$ cat src/rtl/gpio_event_ctrl.sv
// GPIO event controller: per-bit input filter, sticky edge events with masked irq, and set/clr/toggle outputs.
// Define GPIO_EVT_DEBOUNCE_EN to build the per-bit debounce counters; otherwise in_level simply follows sync_in.
module gpio_event_ctrl #(
  parameter int INPUT_IO  = 8,
  parameter int OUTPUT_IO = 8,
  parameter int DB_W      = 16
) (
  input  logic                 clk,
  input  logic                 reset,
  input  logic [INPUT_IO-1:0]  sync_in,
  input  logic [INPUT_IO-1:0]  rise_en,
  input  logic [INPUT_IO-1:0]  fall_en,
  input  logic [INPUT_IO-1:0]  irq_mask,
  input  logic [INPUT_IO-1:0]  evt_clear,
  input  logic [DB_W-1:0]      db_limit,
  input  logic [OUTPUT_IO-1:0] out_set,
  input  logic [OUTPUT_IO-1:0] out_clr,
  input  logic [OUTPUT_IO-1:0] out_tgl,
  output logic [OUTPUT_IO-1:0] out_io,
  output logic [INPUT_IO-1:0]  in_level,
  output logic [INPUT_IO-1:0]  evt_status,
  output logic                 irq
);

  logic [INPUT_IO-1:0]  in_level_q, in_level_d;
  logic [INPUT_IO-1:0]  evt_pend_q, evt_pend_d;
  logic [INPUT_IO-1:0]  evt_status_q, evt_status_d;
  logic                 irq_q, irq_d;
  logic [OUTPUT_IO-1:0] out_io_q, out_io_d;

`ifdef GPIO_EVT_DEBOUNCE_EN
  logic [DB_W-1:0] cnt_q [INPUT_IO];
  logic [DB_W-1:0] cnt_d [INPUT_IO];

  // The counter saturates at db_limit: reaching it commits the new level instead of wrapping.
  always_comb begin
    in_level_d = in_level_q;
    for (int i = 0; i < INPUT_IO; i++) begin
      cnt_d[i] = cnt_q[i];
      if (sync_in[i] == in_level_q[i]) begin
        cnt_d[i] = '0;
      end else if (cnt_q[i] < db_limit) begin
        cnt_d[i] = cnt_q[i] + DB_W'(1);
      end else begin
        in_level_d[i] = sync_in[i];
        cnt_d[i]      = '0;
      end
    end
  end

  always_ff @(posedge clk or posedge reset) begin
    if (reset) begin
      for (int i = 0; i < INPUT_IO; i++) cnt_q[i] <= '0;
    end else begin
      for (int i = 0; i < INPUT_IO; i++) cnt_q[i] <= cnt_d[i];
    end
  end
`else
  logic unused_db_limit;
  assign unused_db_limit = ^db_limit;

  always_comb begin
    in_level_d = sync_in;
  end
`endif

  // Edges are qualified with the enables present while the level is committed,
  // then posted to the status register one edge later.
  always_comb begin
    evt_pend_d   = (in_level_d & ~in_level_q & rise_en) |
                   (~in_level_d & in_level_q & fall_en);
    evt_status_d = (evt_status_q & ~evt_clear) | evt_pend_q;
    irq_d        = |(evt_status_q & irq_mask);
  end

  always_comb begin
    out_io_d = out_io_q;
    for (int i = 0; i < OUTPUT_IO; i++) begin
      if (out_clr[i])      out_io_d[i] = 1'b0;
      else if (out_set[i]) out_io_d[i] = 1'b1;
      else if (out_tgl[i]) out_io_d[i] = ~out_io_q[i];
    end
  end

  always_ff @(posedge clk or posedge reset) begin
    if (reset) begin
      in_level_q   <= '0;
      evt_pend_q   <= '0;
      evt_status_q <= '0;
      irq_q        <= 1'b0;
      out_io_q     <= '0;
    end else begin
      in_level_q   <= in_level_d;
      evt_pend_q   <= evt_pend_d;
      evt_status_q <= evt_status_d;
      irq_q        <= irq_d;
      out_io_q     <= out_io_d;
    end
  end

  assign in_level   = in_level_q;
  assign evt_status = evt_status_q;
  assign irq        = irq_q;
  assign out_io     = out_io_q;

endmodule

$ cat config.mk
export PLATFORM = sky130hd
export DESIGN_NAME = gpio_event_ctrl
export DESIGN_NICKNAME = d
export VERILOG_FILES = /design/src/rtl/gpio_event_ctrl.sv
export SDC_FILE = /design/constraint.sdc
export NUM_CORES = 1
export LEC_CHECK = 0
export ABC_CLOCK_PERIOD_IN_PS = 1000
export CORE_MARGIN = 10
export CORE_UTILIZATION = 31
export CTS_CLUSTER_SIZE = 20
export DETAILED_ROUTE_END_ITERATION = 8
export PLACE_DENSITY_LB_ADDON = 0.25
export SLEW_MARGIN = 25
export SYNTH_ARGS = -nofsm -noshare
export SYNTH_HDL_FRONTEND = slang
export SYNTH_SLANG_ARGS = --single-unit
$ cat constraint.sdc
create_clock -name clk -period 1 [get_ports clk]
set_input_delay 0.2 -clock clk [delete_from_list [all_inputs] [get_ports clk]]
set_output_delay 0.2 -clock clk [all_outputs]
set_load 0.01 [all_outputs]
==> results_dict.tcl <==
set metrics [dict create \
    cpMaxStageDelayCell "dfrtp_1" \
    r2r-end "irq" \
    critPathCaptureType "output pin" \
    core_area_um2 3740 \
    place.gp.congestion 0.779 \
    min_path_type "in -> async" \
    grt_use_total_pct 11.4 \
    io_pins 107 \
    yosysSeqAreaShare_pct 67.3 \
    hold_viol_final 0 \
    fin_crit_sh_pct 102 \
    die_area_um2 6870 \
    yosysTopAreaCell "dfrtp_1" \
    diodes 0 \
    clockBufferDepth 2 \
    first_global_vias 1375 \
    startpoint_type "flip-flop" \
    die_h_um 82.9 \
    yosys_warnings 0 \
    clock_sinks 33 \
    num_vias 1203 \
    max_freq_mhz 978 \
    critPathMaxStageDelay_ns 0.39 \
    crit_fanout 2 \
    setup_slack_ns -0.0225 \
    dr.pass1.iters 2 \
    worstSetupPathType "reg -> out" \
    post-route-util_pct 65.5 \
    netlist_area_um2 1230 \
    clock_latency_ns 0.28 \
    cp.depth 1 \
    crit_path_end "out_io[3]" \
    viasPerCell 4.39 \
    cp-startpoint "out_io[3]" \
    cp_top_family "flip-flops" \
    area_growth_pct 100 \
    clock_skew_ns 0.00844 \
    dp.cells 254 \
    tightestPinTransition_ns 0.177 \
    rows 22 \
    drt-initial-drc-count 30 \
    wl_per_cell_um 14.7 \
    reg2reg_slack_ns 0.06 \
    grt_pass1_wl_um 6400 \
    cp_data_arrival_time_ns 0.82 \
    status "finished, violations left" \
    syn_inst 103 \
    fin_area_um2 2450 \
    synthTopCellsByArea "dfrtp_1 (67%), xnor2_1 (5.7%), inv_1 (5.2%), a21o_1 (4.9%), nand3b_1 (4.9%)" \
    cts_tree "yes" \
    layout.cells.non_filler 274 \
    r2r_cells 3 \
    irDropWorstVdd_v 0.000903 \
    dp_hpwl_um 3240 \
    synthesis.nets 185 \
    synth.distinct_cells 10 \
    relSlewSlack_pct 88.2 \
    cap_viol_max_count 0 \
    final.fill_count 307 \
    ant_nets 0 \
    rr_startpoint "evt_status[4]" \
    cts_max_level 2 \
    setup_viol 14 \
    final_nets 307 \
    wirelength_um 4020 \
    drc 0 \
    cp.required_ns 0.80 \
    p_leak_uw 0.00120 \
    holdWs_ns 0.263 \
    cts_root_buf "clkbuf_8" \
    numCtsBuffers 5 \
    critPathBufInv 1 \
    syn_area_per_cell_um2 11.9 \
    gr-total-overflow 0 \
    chipWidth_um 82.9 \
    placed_area_um2 2300 \
    io_buffers 90 \
    violations "setup timing" \
    slew_viol_final 0 \
    rsz0062_at_grt "true" \
    synth_top_area_share_pct 67.3 \
    path_cells "buf_2" \
    tns_ns -0.119 \
    cellPowerDensity_nw_per_um2 1370 \
    drive_gt1_share_pct 27.4 \
    path_clk_slew_ns 0.07 \
    initial_core_util_pct 32.8 \
    grt_max_degree 34 \
    antenna_found_initial 0 \
    period_minus_slack_ns 1.02 \
    synth_seq_cells 33 \
]
-- logic make-up (layout without fill, tap and decap cells) --
group                  count (synthesis)  in the layout  share of synthesized area, %
flip-flops                            33             33                          67.3
AO/OA/AOI/OAI                         28             28                          13.9
AND/OR/NAND/NOR                       17             17                          7.86
buffers and inverters                 17            140                          5.20
XOR/XNOR                               8              8                          5.71
-- worst min-delay path by stage --
stage	slack, ns	from	cells after the start	end
after detailed placement	0.41	evt_pend_q[1]	1	evt_status[1]
after CTS	0.27	reset	3	out_io[6]
after global placement	0.41	evt_pend_q[0]	1	evt_status[0]
final	0.26	reset	3	out_io[2]
after global routing	0.29	reset	3	out_io[2]
after floorplan	0.23	sync_in[0]	0	in_level[0]
-- state kept, by name, indices dropped and copies added, names as in the netlist --
| register | cells |
|---|---|
| in_level | 8 |
| evt_status | 8 |
| irq | 1 |
| out_io | 8 |
| evt_pend_q | 8 |
-- power breakdown --
part	switching, uW	internal [uW]
Combinational	259	517
Sequential	56.6	1440
Clock	471	622
Total	787	2580
-- routing by layer --
layer	routed length, um	part of all wire (%)	global-route usage (%)
met4	65	1.6	4.15
met5	0	0	0
met1	1470	37	11.0
met2	2000	50	18.8
met3	486	12	8.01
-- area by class of cell --
type	instances	area, um2	area share, %
flip-flops and latches	33	826	33.7
multi-input cells	53	357	14.5
repair buffers	115	1040	42.6
clock inverters	1	5.00	0.204
inverters	17	63.8	2.60
well taps	48	60.1	2.45
clock buffers	7	96.3	3.93
-- cell usage in the layout (no fill, tap or decap), drive strengths merged, types with 4 or more instances in the layout --
| cell type | count |
|---|---|
| clkdlybuf4s50 | 65 |
| nand2 | 8 |
| inv | 17 |
| buf | 50 |
| a22oi | 4 |
| dfrtp | 33 |
| a21oi | 8 |
| xnor2 | 8 |
| nand3b | 8 |
| o21ai | 8 |
| a21o | 8 |
| clkbuf | 7 |
-- Yosys cell counts --
cell / number
nand2_1: 8
dfrtp_1: 33
a22oi_1: 4
nand4_1: 1
a21oi_1: 8
nand3b_1: 8
o21ai_0: 8
a21o_1: 8
inv_1: 17
xnor2_1: 8
-- repair_timing --
action | CTS | global route
setup endpoints to repair | 25 | 26
gates cloned | 0 | 0
gates resized for setup | 107 | 8
setup buffers | 10 | 2
pin swaps | 0 | 1
hold buffers | 0 | 0
-- stage by stage --
| stage | power, uW | setup WS, ns |
|---|---|---|
| 2_1_floorplan | 1710 | 0.0808 |
| 3_3_place_gp | 2260 | -0.111 |
| 3_5_place_dp | 2280 | -0.119 |
| 4_1_cts | 3380 | -0.0385 |
| 5_1_grt | 3540 | -0.0621 |
| 6_report | 3370 | -0.0225 |
No activity file was read; power rests on OpenSTA's default activity.
